File: config.mk
export PLATFORM = sky130hd
export DESIGN_NAME = midi_msg_assemble
export DESIGN_NICKNAME = d
export VERILOG_FILES = /design/src/rtl/midi_msg_assemble.sv
export SDC_FILE = /design/constraint.sdc
export NUM_CORES = 1
export LEC_CHECK = 0
export ABC_CLOCK_PERIOD_IN_PS = 7610
export CAP_MARGIN = 20
export CELL_PAD_IN_SITES_DETAIL_PLACEMENT = 0
export CELL_PAD_IN_SITES_GLOBAL_PLACEMENT = 1
export CORE_UTILIZATION = 44
export DETAILED_ROUTE_END_ITERATION = 6
export PLACE_DENSITY_LB_ADDON = 0.1
export REMOVE_ABC_BUFFERS = 1
export SYNTH_ARGS = -nofsm -noshare
export SYNTH_HDL_FRONTEND = slang
export SYNTH_SLANG_ARGS = --single-unit
File: constraint.sdc
create_clock -name clk -period 7.61 [get_ports clk]
set_input_delay 1.9025 -clock clk [delete_from_list [all_inputs] [get_ports clk]]
set_output_delay 1.9025 -clock clk [all_outputs]
set_load 0.01 [all_outputs]
File: src/rtl/midi_msg_assemble.sv
// Assembles MIDI channel voice messages from a UART byte stream. It handles running
// status, ignores real-time bytes and skips SysEx blocks.
module midi_msg_assemble #(
  parameter bit          VEL0_IS_OFF = 1'b1,
  parameter int unsigned ERR_W       = 8
) (
  input  logic             clk,
  input  logic             rst,
  input  logic [7:0]       byte_in,
  input  logic             byte_valid,
  output logic             midi_command_ready,
  output logic [3:0]       ch_message,
  output logic [3:0]       chan,
  output logic [6:0]       note,
  output logic [6:0]       velocity,
  output logic [6:0]       lsb,
  output logic [6:0]       msb,
  output logic             sysex_active,
  output logic [ERR_W-1:0] err_count
);

  localparam int unsigned DATA_W   = 7;
  localparam logic [3:0]  MSG_OFF  = 4'h8;
  localparam logic [3:0]  MSG_ON   = 4'h9;
  localparam logic [3:0]  MSG_PROG = 4'hC;
  localparam logic [3:0]  MSG_PRES = 4'hD;

  typedef enum logic [1:0] {IDLE, WAIT_D1, WAIT_D2, SYSEX} state_t;

  state_t            state, state_n;
  logic [3:0]        rs_msg, rs_msg_n;
  logic [3:0]        rs_chan, rs_chan_n;
  logic [DATA_W-1:0] d1, d1_n;
  logic              err_inc;

  // Completed message staged one cycle before it reaches the outputs
  logic              pend_valid, pend_valid_n;
  logic [3:0]        pend_msg, pend_msg_n;
  logic [3:0]        pend_chan, pend_chan_n;
  logic [DATA_W-1:0] pend_d1, pend_d1_n;
  logic [DATA_W-1:0] pend_d2, pend_d2_n;

  logic is_rt, is_chan, is_sys, is_data, needs_two;

  always_comb begin
    is_data   = ~byte_in[7];
    is_rt     = byte_in[7:3] == 5'b11111;
    is_sys    = byte_in[7:3] == 5'b11110;
    is_chan   = byte_in[7] && (byte_in[7:4] != 4'hF);
    needs_two = (rs_msg != MSG_PROG) && (rs_msg != MSG_PRES);
  end

  // Byte classification, running status and message completion
  always_comb begin
    state_n      = state;
    rs_msg_n     = rs_msg;
    rs_chan_n    = rs_chan;
    d1_n         = d1;
    err_inc      = 1'b0;
    pend_valid_n = 1'b0;
    pend_msg_n   = rs_msg;
    pend_chan_n  = rs_chan;
    pend_d1_n    = d1;
    pend_d2_n    = '0;

    if (byte_valid && !is_rt) begin
      if (is_chan || is_sys) begin
        // Any status byte abandons a half-received two-byte message
        err_inc = (state == WAIT_D2);
        if (is_chan) begin
          rs_msg_n  = byte_in[7:4];
          rs_chan_n = byte_in[3:0];
          state_n   = WAIT_D1;
        end else begin
          rs_msg_n  = '0;
          rs_chan_n = '0;
          state_n   = (byte_in == 8'hF0) ? SYSEX : IDLE;
        end
      end else if (is_data) begin
        unique case (state)
          IDLE:  err_inc = 1'b1;
          SYSEX: err_inc = 1'b0;
          WAIT_D1: begin
            d1_n = byte_in[6:0];
            if (needs_two) begin
              state_n = WAIT_D2;
            end else begin
              pend_valid_n = 1'b1;
              pend_d1_n    = byte_in[6:0];
            end
          end
          WAIT_D2: begin
            state_n      = WAIT_D1;
            pend_valid_n = 1'b1;
            pend_d2_n    = byte_in[6:0];
          end
          default: state_n = IDLE;
        endcase
      end
    end

    if (VEL0_IS_OFF && pend_msg_n == MSG_ON && pend_d2_n == '0) begin
      pend_msg_n = MSG_OFF;
    end
  end

  always_ff @(posedge clk or posedge rst) begin
    if (rst) begin
      state        <= IDLE;
      rs_msg       <= '0;
      rs_chan      <= '0;
      d1           <= '0;
      sysex_active <= 1'b0;
      err_count    <= '0;
      pend_valid   <= 1'b0;
      pend_msg     <= '0;
      pend_chan    <= '0;
      pend_d1      <= '0;
      pend_d2      <= '0;
    end else begin
      state        <= state_n;
      rs_msg       <= rs_msg_n;
      rs_chan      <= rs_chan_n;
      d1           <= d1_n;
      sysex_active <= (state_n == SYSEX);
      if (err_inc && (err_count != {ERR_W{1'b1}})) begin
        err_count <= err_count + ERR_W'(1);
      end
      pend_valid <= pend_valid_n;
      if (pend_valid_n) begin
        pend_msg  <= pend_msg_n;
        pend_chan <= pend_chan_n;
        pend_d1   <= pend_d1_n;
        pend_d2   <= pend_d2_n;
      end
    end
  end

  // Output stage: fields hold until the next completed message
  always_ff @(posedge clk or posedge rst) begin
    if (rst) begin
      midi_command_ready <= 1'b0;
      ch_message         <= '0;
      chan               <= '0;
      note               <= '0;
      velocity           <= '0;
      lsb                <= '0;
      msb                <= '0;
    end else begin
      midi_command_ready <= pend_valid;
      if (pend_valid) begin
        ch_message <= pend_msg;
        chan       <= pend_chan;
        note       <= pend_d1;
        velocity   <= pend_d2;
        lsb        <= pend_d1;
        msb        <= pend_d2;
      end
    end
  end

endmodule

==> After elaboration in Yosys (flattened, before gate mapping) <==
Cells that the tools add are included.
{ "word_totals": {"elab_cells": 69, "output_inout_bits": 46, "ff_bits": 72, "inputBits": 11} }
{ "classes": {"n_mux": 28, "n_reduce_logical": 11, "eq_ne": 11, "addsub": 1, "n_bitwise": 2} }
{ "op_table": {"columns": ["cell", "count"], "rows": [
  ["two-way mux 7 bit", 9],
  ["two-way mux 2 bit", 6],
  ["two-way mux 4 bit", 3],
  ["!= test 4 bit (second input constant)", 3],
  ["== test 5 bit (second input constant)", 2],
  ["adder 8 x 1 -> 8 bit (second input constant)", 1],
  ["== test 8 bit (second input constant)", 1],
  ["two-way mux 1 bit", 8],
  ["!= test 8 bit (second input constant)", 1],
  ["logical NOT 7 bit", 1],
  ["logical AND 1 bit", 5],
  ["== test 2 bit (second input constant)", 2],
  ["== test 4 bit (second input constant)", 1],
  ["case mux 2 bit (2 select lines)", 1],
  ["AND reduction 4 bit", 1],
  ["== test 2 x 1 -> 1 bit (second input constant)", 1],
  ["logical NOT 2 bit", 1],
  ["inverter 1 bit", 2],
  ["case mux 1 bit (2 select lines)", 1],
  ["AND reduction 2 bit", 1],
  ["logical NOT 1 bit", 1],
  ["logical OR 1 bit", 1]
]} }

==> Depth between registers and ports, before layout <==
{ "logic_depth": {"word_depth": 8, "mapped_depth": 8, "mapped_depth_nobuf": 6} }

==> Worst setup path after synthesis <==
Ideal clock, no wire load.
{ "synth_timing": {"path_type": "input to register", "from": "input byte_in[0]", "to": "register pend_msg[0]", "arrival_ns": 3.054, "setup_ns": 0.126, "setup_slack_ns": 4.430, "t_required_ns": 7.484, "cell_stages": 4, "n_path_buf": 0, "cell_sequence": "or4_1 > or4_1 > a31oi_1 > o31ai_1"} }
{ "synth_between": {"elab_chain_cells": 7} }
{ "synth_rtl": {"columns": ["element", "line", "text"], "rows": [
  ["start: declaration", "9", "input logic [7:0] byte_in,"],
  ["two-way mux 7 bit", "80", "unique case (state)"],
  ["two-way mux 7 bit", "79", "end else if (is_data) begin"],
  ["two-way mux 7 bit", "67", "if (is_chan || is_sys) begin"],
  ["two-way mux 7 bit", "66", "if (byte_valid && !is_rt) begin"],
  ["logical NOT 7 bit", "102", "if (VEL0_IS_OFF && pend_msg_n == MSG_ON && pend_d2_n == '0) begin"],
  ["logical AND 1 bit", "102", null],
  ["two-way mux 4 bit", "102", null],
  ["end signal: assignment", "131", "pend_msg <= pend_msg_n;"],
  ["end: declaration", "38", "logic [3:0] pend_msg, pend_msg_n;"]
]} }
No other way between the ends.
A chain may end at the register's enable or synchronous reset.

==> Worst setup path in the final report <==
Same ends and word-level chain as after synthesis.

==> impl_metrics.csv <==
group,metric,value,unit
logic_synthesis,synthMuxAreaShare,15.6,%
floorplanning,fp.coreArea,6830,sq um
pwr,p_per_area,332,nW/um^2
floorplanning,io-pin-count,57,
placement,portBuffers,56,
logic_synthesis,synth_seq_area_share,57.8,%
routing,vias_per_cell,4.95,
placement,dp_hpwl,3660,microns
routing,num_vias,2011,
clocking,cts_setup_buffers,0,
setup_path,reg2regPathDepth,6,
global_routing,grt-ovfl-total,0,
logic_synthesis,avgSynthCellArea,12.0,sq um
logic_synthesis,synth_top_area_share,57.8,%
sta,hold_viol,0,
pwr,power_frac_clock,26.2,%
logic_synthesis,synth-xor-area-share,1.68,%
layout,area_growth,25.1,%
logic_synthesis,synth_area_leader_cell,"dfrtp_1",
logic_synthesis,syn_area,3120,sq um
logic_synthesis,synth-edff-count,0,
pwr,p_sw,367,uW
clocking,hold_buffers,0,
floorplanning,initial_core_util,45.7,%
layout,fin_util,57.1,%
sta,rsz0062_at_grt,"false",
clocking,clk_latency,0.34,ns
pwr,seqPwrFrac,44.7,%
sta,holdWs,0.462,ns
logic_synthesis,synth_compound_gate_area_share,5.86,%
logic_synthesis,ys.flop_type,"dfrtp_1",
global_routing,grt_usage,17.1,%
routing,wirelength,5560,microns
sta,tightest_slew,1.03,ns
floorplanning,die_w,86.2,microns
setup_path,regToRegSetupSlack,5.75,ns
clocking,clkSinkCount,72,
clocking,root_buffer,"clkbuf_8",
clocking,clk_pin_slew,0.07,ns
layout,nNetsFinal,320,
setup_path,endpoint_kind,"flip-flop",
setup_path,critPathLaunchType,"input port",
global_routing,grt_pass1_wl,9620,microns
logic_synthesis,synth_top_family_by_area,"multiplexers",
worst_hold_path,hold_class,"reg2reg",
setup_path,cp_max_fo,6,
pwr,power.internal,927,uW
clocking,cts_tree,"built",
routing,drcViolationCount,0,
clocking,clockBufferDepth,2,
job,cap_violations,0,
routing,ant_nets,0,
global_routing,antenna_found_initial,0,
placement,dp_cells,390,
logic_synthesis,synth_area_leaders,"dfrtp_1 58%, mux2_1 13%, nand2_1 4.5%",
sta,finalSetupTns,0,ns
logic_synthesis,yosys-top-cells-count,"72 x dfrtp_1, 37 x nand2_1, 35 x mux2_1, 17 x o21ai_1, 14 x buf_4",
sta,slew_headroom,31.5,%
logic_synthesis,ys_ff_latch,72,
sta,min_period_over_period,45.6,%
placement,gp_congestion,0.766,
layout,antenna_cells,0,
layout,drive_gt1_share,9.03,%
outcome,outcome,"completed",
sta,finalSetupViolCount,0,
floorplanning,rows,30,
routing,drtIter0Drc,101,
clocking,cts_resized,0,
pwr,vdd_drop_max,0.000175,V
logic_synthesis,synthSimpleGateAreaFrac,11.9,%
sta,slew_viol_final,0,
sta,fmax,0.288,GHz
floorplanning,die_y,86.2,microns
sta,fin_skew,0.00678,ns
setup_path,worstPathArrival,3.67,ns
layout,fin_cells,406,
logic_synthesis,synth.distinct_cells,39,
clocking,cts_buffers,9,
logic_synthesis,yosysWarningCount,0,
pwr,leakage,0.00179,uW
routing,wl_per_cell,13.7,microns
pwr,comb_power_share,29.2,%
pwr,p_sw_share,28.4,%
worst_hold_path,whs_path_depth,2,
setup_path,critPathKind,"in2reg",
logic_synthesis,yosysMostFrequentCell,"dfrtp_1",
floorplanning,fp.dieArea,7430,sq um
logic_synthesis,synthCells,260,
logic_synthesis,synthAdderAreaFrac,1.60,%
global_routing,grt_max_degree,73,
clocking,cts_max_level,3,
logic_synthesis,synthArstFlopShare,100,%
setup_path,cp.required,7.82,ns
global_routing,first_global_vias,1909,
routing,dr.pass1.iters,4,
sta,period_needed,3.47,ns
==> flip-flops by register name, indices dropped and copies added, names as in the netlist <==
name                count
pend_msg                4
chan                    4
state                   2
pend_chan_n             4
pend_d2                 7
d1                      7
midi_command_ready      1
pend_valid              1
pend_chan               4
rs_msg                  4
ch_message              4
msb                     7
err_count               8
sysex_active            1
pend_d1                 7
lsb                     7
==> through the flow <==
stage | setup WS [ns] | total power, uW | area, sq um
detailed placement | 3.81 | 970 | 3670
global placement | 3.83 | 961 | 3670
finish | 4.14 | 1290 | 3900
floorplan | 3.88 | 763 | 2970
global route | 4.03 | 1370 | 3900
CTS | 4.16 | 1310 | 3900
==> placed cells by master, fill, tap and decap left out, drive strengths merged <==
cell type      Yosys  final
dfrtp             72     72
clkdlybuf4s50      0     56
nand2             37     37
mux2              37     37
o21ai             18     18
nand3             12     12
clkbuf             3     11
mux2i              7      7
inv                7      7
xor2               6      6
ha                 4      4
nor2b              3      3
and3               3      3
nor4               3      3
nand3b             3      3
nor2               3      3
clkinv             0      3
nand4              2      2
or4                2      2
o32a               2      2
nor3               2      2
a21oi              2      2
bufinv             0      2
buf               21      2
and4b              1      1
o21bai             1      1
a22oi              1      1
or3b               1      1
a31oi              1      1
o31ai              1      1
nor4b              1      1
a311o              1      1
o211a              1      1
a31o               1      1
and2               1      1
==> worst max-delay path, cell delays in order <==
cell             delay, ns
clkdlybuf4s50_1       0.51
or4_1                 0.59
or4_1                 0.40
a31oi_1               0.18
o31ai_1               0.08
==> power by group through the flow <==
| stage | combinational [uW] | sequential (uW) | clock, uW |
|---|---|---|---|
| 2_1_floorplan | 153 | 610 | 0 |
| 3_3_place_gp | 377 | 583 | 0 |
| 3_5_place_dp | 382 | 588 | 0 |
| 4_1_cts | 384 | 581 | 346 |
| 5_1_grt | 416 | 597 | 362 |
| 6_report | 377 | 578 | 339 |
==> metal layers <==
layer,GRT usage (%),part of all wire [%],vias to the layer above
met5,0,0,-
met4,6.82,1.5,0
met3,4.86,4.0,7
met2,25.1,45,48
met1,24.2,49,972
li1,-,-,984
==> kinds of logic after synthesis <==
family	Yosys count
AO/OA/AOI/OAI	29
AND/OR/NAND/NOR	74
multiplexers	44
XOR/XNOR	6
adder cells (fa/ha/maj)	4
buffers and inverters	31
flip-flops	72
==> cell type report <==
cell class	count	area [sq um]
well taps	96	120
inverters	7	26.3
clock buffers	11	151
repair buffers	58	576
multi-input cells	157	1150
fillers	648	2930
flip-flops and latches	72	1800
clock inverters	5	78.8
==> final timing paths <==
path                                       end           start
worst max-delay path               pend_msg[0]      byte_in[0]
worst min-delay path            pend_chan_n[0]  pend_chan_n[0]
worst max register to register    pend_chan[0]        state[1]
worst min register to register  pend_chan_n[0]  pend_chan_n[0]
max in group asynchronous             state[0]             rst
min in group asynchronous        ch_message[3]             rst
(Power assumes the default switching activity.)
